[src/rtl/call_stack_pkg.sv]
// call_stack_pkg: shared sizing constants for the hardware return-address stack.
//   CALL_STACK_DEPTH : default number of stack entries (power of two, >= 2)
//   ADDR_WIDTH       : CPU address width, i.e. width of one stored return PC
package call_stack_pkg;

    localparam int unsigned CALL_STACK_DEPTH = 8;
    localparam int unsigned ADDR_WIDTH       = 19;

endpackage

[src/rtl/call_stack.sv]
// call_stack: hardware return-address stack fed by the control decoder.
// A CALL pushes its return PC, and a RET pops it. The top of stack is read
// combinationally, so the PC-select mux sees the target in the same cycle as the RET.
// Overflow pushes and underflow pops are dropped without touching stored entries.
//
// Optional feature: define CALL_STACK_ERR_EN to build a sticky err register.
// Without it, err is tied low.
//
// Ports:
//   clk        in   1         system clock, rising edge
//   rst        in   1         asynchronous active-high reset
//   push       in   1         store push_addr (CALL)
//   pop        in   1         remove top entry (RET)
//   push_addr  in   ADDR_W    return address to store
//   ret_addr   out  ADDR_W    current top of stack, 0 when empty
//   count      out  PTR_W+1   number of valid entries, 0..DEPTH
//   empty      out  1         count == 0
//   full       out  1         count == DEPTH
//   err        out  1         sticky overflow/underflow flag
module call_stack
    import call_stack_pkg::*;
#(
    parameter int unsigned ADDR_W = ADDR_WIDTH,
    parameter int unsigned DEPTH  = CALL_STACK_DEPTH,
    parameter int unsigned PTR_W  = $clog2(DEPTH)
) (
    input  logic              clk,
    input  logic              rst,
    input  logic              push,
    input  logic              pop,
    input  logic [ADDR_W-1:0] push_addr,
    output logic [ADDR_W-1:0] ret_addr,
    output logic [PTR_W:0]    count,
    output logic              empty,
    output logic              full,
    output logic              err
);

    localparam logic [PTR_W:0] CNT_ONE  = (PTR_W+1)'(1);
    localparam logic [PTR_W:0] CNT_FULL = (PTR_W+1)'(DEPTH);

    // Storage is deliberately not reset; only count defines validity.
    logic [ADDR_W-1:0] mem [0:DEPTH-1];

    logic [PTR_W:0]   count_q, count_d;
    logic [PTR_W:0]   top_ptr;
    logic [PTR_W-1:0] wr_idx;
    logic             do_write;

    assign top_ptr = count_q - CNT_ONE;
    assign empty   = (count_q == '0);
    assign full    = (count_q == CNT_FULL);
    assign count   = count_q;
    assign ret_addr = empty ? '0 : mem[top_ptr[PTR_W-1:0]];

    always_comb begin
        count_d  = count_q;
        do_write = 1'b0;
        wr_idx   = count_q[PTR_W-1:0];
        if (push && pop) begin
            // A replace overwrites the top entry in place. On an empty stack it acts as a plain push.
            do_write = 1'b1;
            if (empty) begin
                wr_idx  = '0;
                count_d = CNT_ONE;
            end else begin
                wr_idx = top_ptr[PTR_W-1:0];
            end
        end else if (push) begin
            if (!full) begin
                do_write = 1'b1;
                count_d  = count_q + CNT_ONE;
            end
        end else if (pop) begin
            if (!empty) begin
                count_d = top_ptr;
            end
        end
    end

    always_ff @(posedge clk or posedge rst) begin
        if (rst) begin
            count_q <= '0;
        end else begin
            count_q <= count_d;
        end
    end

    always_ff @(posedge clk) begin
        if (do_write) begin
            mem[wr_idx] <= push_addr;
        end
    end

`ifdef CALL_STACK_ERR_EN
    logic err_q;

    always_ff @(posedge clk or posedge rst) begin
        if (rst) begin
            err_q <= 1'b0;
        end else if ((push && !pop && full) || (pop && !push && empty)) begin
            err_q <= 1'b1;
        end
    end

    assign err = err_q;
`else
    assign err = 1'b0;
`endif

endmodule

[config.mk]
export PLATFORM = sky130hd
export DESIGN_NAME = call_stack
export DESIGN_NICKNAME = d
export VERILOG_FILES = /design/src/rtl/call_stack_pkg.sv /design/src/rtl/call_stack.sv
export SDC_FILE = /design/constraint.sdc
export NUM_CORES = 1
export LEC_CHECK = 0
export BUFFER_PORTS_ARGS = -buffer_cell sky130_fd_sc_hd__buf_2
export CORE_AREA = 2 2 122 124
export CTS_CLUSTER_DIAMETER = 60
export DETAILED_ROUTE_END_ITERATION = 8
export DIE_AREA = 0 0 124 126
export HOLD_SLACK_MARGIN = 0.05
export MAX_ROUTING_LAYER = met4
export PLACE_DENSITY = 0.72
export SLEW_MARGIN = 20
export SYNTH_ARGS = -nofsm -noshare
export SYNTH_HDL_FRONTEND = slang
export SYNTH_SLANG_ARGS = --single-unit
[constraint.sdc]
create_clock -name clk -period 3.7 [get_ports clk]
set_input_delay 0.555 -clock clk [delete_from_list [all_inputs] [get_ports clk]]
set_output_delay 0.555 -clock clk [all_outputs]
set_load 0.01 [all_outputs]
==> metrics.txt <==
area of the mapped netlist=0.006369 mm^2; initial core utilization=44.49%; setup repair bufs after CTS=0; CP required=3140 ps; initial antenna violation count=0; status=finished, final reports clean; Die Wd=~120 um; Slew Limit Fails=0; syn avg cell area=18.79 um^2; Final #Nets=between 400 and 500; fraction of synthesized area in multiplexers=13.44%; Fillers=about 1100; total track usage=16.89%; worst-skew pair later-pin latency=420 ps; Post-Synth XOR/XNOR Area=0.5501%; Synth Area in Adders=0.5894%; Static Leak=2.645 nW; setup violators final=0; sequential cell area fraction in the yosys report=73.24%; Ys Warns=0; GPL Wtd Cong=0.8193; CTS clk-pin slew, worst paths=60 ps; final design utilization=52.23%; global route total overflow=0; Clock Skew=6.009 ps; max_slew headroom=approximately two fifths; DRT iter0 DRCs=268; fin crit share=82.68%; TritonRoute pass-1 iters=4; Core Area=around 0.014 mm^2; largest family of logic cells by synthesized area=multiplexers; worst vdd ir=between 0.4 and 0.5 mV; TritonCTS clock tree=yes; compound-gate portion of the synthesized area=4.578%; Clock Path Buffers=2; CP endpoint kind=primary output; Syn Nets=365; IO Count=49; Post-DRT Antenna Nets=0; largest net degree at the start of global routing=between 40 and 50; CP startpoint kind=flip-flop; Final Hold Fails=0; Crit Path Class=flip-flop to primary output; DRC viols=0; number of distinct library cells after synthesis=38; wirelength, routed=11.69 mm; unrepaired setup endpoints after global routing=no; Post-Synth Simple-Gate Area=2.908%; IO buf count=47; synth-to-layout area growth=17.39%; crit path DAT=2500 ps; Slew @ Worst Pin=about 870 ps; cts bufs inserted=17; Post-synth top flop=edfxtp_1; share of layout cells above drive strength 1=33.57%; total negative slack=0 ps; row count=44; CTS root buf=clkbuf_16; Max Cap Viol=0; total power divided by cell area=roughly 890 mW/mm^2; Yosys reg bits=between 150 and 200; dpl hpwl=7.260 mm; first-pass GRT wire length=between 15 and 20 mm; # clock sinks=156; vias per cell=5.408; Final Power=between 0.006 and 0.007 W; EDFF count, synth=152; final critical-path required period=3059 ps; hold_buf cts=1; FMAX=between 0.3 and 0.4 GHz; Die Ht=between 100 and 150 um; n_diodes=0; DR vias=3234; cells after synthesis=339; largest fanout on the critical path=14; post-CTS sizing=0; HP Class=primary input to flip-flop; H-tree levels=4; FFs w/ async S/R, synth=2.564%; Die ar.=0.01562 mm^2; wire length per cell=19.55 um; vias in the first global route=3274
==> cell usage after synthesis (3+ instances only) <==
cell | number | area share, %
a21oi_1 | 5 | 0.39
buf_2 | 8 | 0.63
buf_4 | 5 | 0.59
dfrtp_1 | 4 | 1.6
edfxtp_1 | 152 | 72
ha_1 | 3 | 0.59
inv_1 | 43 | 2.5
mux4_2 | 38 | 13
nand2_1 | 5 | 0.29
nand2b_1 | 3 | 0.29
nor2_1 | 3 | 0.18
nor2b_1 | 3 | 0.29
nor3_1 | 11 | 0.86
o22ai_1 | 23 | 2.3
xor2_1 | 3 | 0.41
==> area by class of cell <==
cell class,count,area (um^2),share of cell area [%]
multi-input cells,122,1449,19.38
well taps,184,230.2,3.080
repair buffers,63,382.9,5.121
clock inverters,9,146.4,1.958
inverters,43,161.4,2.159
flip-flops and latches,156,4666,62.41
clock buffers,21,440.4,5.891
==> stage by stage <==
step	instances	worst slack (ps)	area, um^2	hold WS (ps)
after CTS	598	623.3	7476	395.3
after floorplan	339	105.9	6369	321.1
after global placement	567	761.2	6879	451.0
final	598	640.7	7476	412.3
after global routing	598	475.2	7476	413.9
after detailed placement	567	776.0	6879	453.3
==> power by group <==
group	switching [W]	leakage, nW	total [W]	internal [W]
Combinational	0.00146	0.930	0.00259	0.00113
Sequential	0.000106	1.43	0.00237	0.00226
Clock	0.000612	0.286	0.00173	0.00111
Total	0.00217	2.64	0.00668	0.00451
==> flip-flops by register name (all words and copies together), names as in the netlist <==
register and cells:
mem 152, count 4
==> cell families (layout without fill, tap and decap cells) <==
kind of cell	after synthesis	after routing
compound gates	43	43
xor+xnor	4	4
fa+ha+maj	3	3
buf+inv	61	136
flops	156	156
mux	38	38
other cells	1	1
simple gates	33	33
==> critical path, cell delays in order, from the launching register on <==
cell	delay, ps
dfrtp_1	440
inv_1	170
ha_1	260
nor2b_4	190
nor3_1	60
a21oi_2	340
buf_4	320
o22ai_1	150
buf_2	160
==> path summary, 6_finish.rpt <==
kind,from,to,slack (ps),cells past startpoint
min in group asynchronous,rst,count[2]$_DFFE_PP0P_,570,3
min,push_addr[18],mem[7][18]$_DFFE_PP_,410,1
min reg2reg,count[0]$_DFFE_PP0P_,count[0]$_DFFE_PP0P_,680,2
max reg2reg,count[1]$_DFFE_PP0P_,mem[1][18]$_DFFE_PP_,800,7
max,count[1]$_DFFE_PP0P_,ret_addr[7],640,8
max in group asynchronous,rst,count[0]$_DFFE_PP0P_,2950,3
==> routing by layer <==
metal / part of all wire [%] / global-route usage (%) / vias to the layer above / wire (um)
li1: - / - / 1468 / -
met2: 51 / 25.99 / 70 / 5981
met3: 3.9 / 4.303 / 10 / 451
met5: 0 / - / - / 0
met1: 44 / 22.02 / 1686 / 5139
met4: 0.98 / 5.882 / 0 / 115
==> placed cells by master, fill, tap and decap left out, drive strengths merged <==
cell type | netlist | layout
edfxtp | 152 | 152
buf | 17 | 62
inv | 43 | 43
mux4 | 38 | 38
o22ai | 23 | 23
clkbuf | 1 | 21
nor3 | 11 | 11
a21oi | 7 | 7
nand2 | 5 | 5
clkinv | 0 | 5
bufinv | 0 | 4
nor2b | 4 | 4
nor2 | 4 | 4
dfrtp | 4 | 4
nand2b | 3 | 3
xor2 | 3 | 3
ha | 3 | 3
a22oi | 2 | 2
a21o | 2 | 2
nand3 | 2 | 2
o21ai | 2 | 2
xnor2 | 1 | 1
a211oi | 1 | 1
or2 | 1 | 1
o2111ai | 1 | 1
a221oi | 1 | 1
and2 | 1 | 1
o211ai | 1 | 1
o31a | 1 | 1
o311ai | 1 | 1
and4 | 1 | 1
nor4 | 1 | 1
o31ai | 1 | 1
conb | 1 | 1
dlygate4sd3 | 0 | 1
Power figures use the tool's default switching activity.
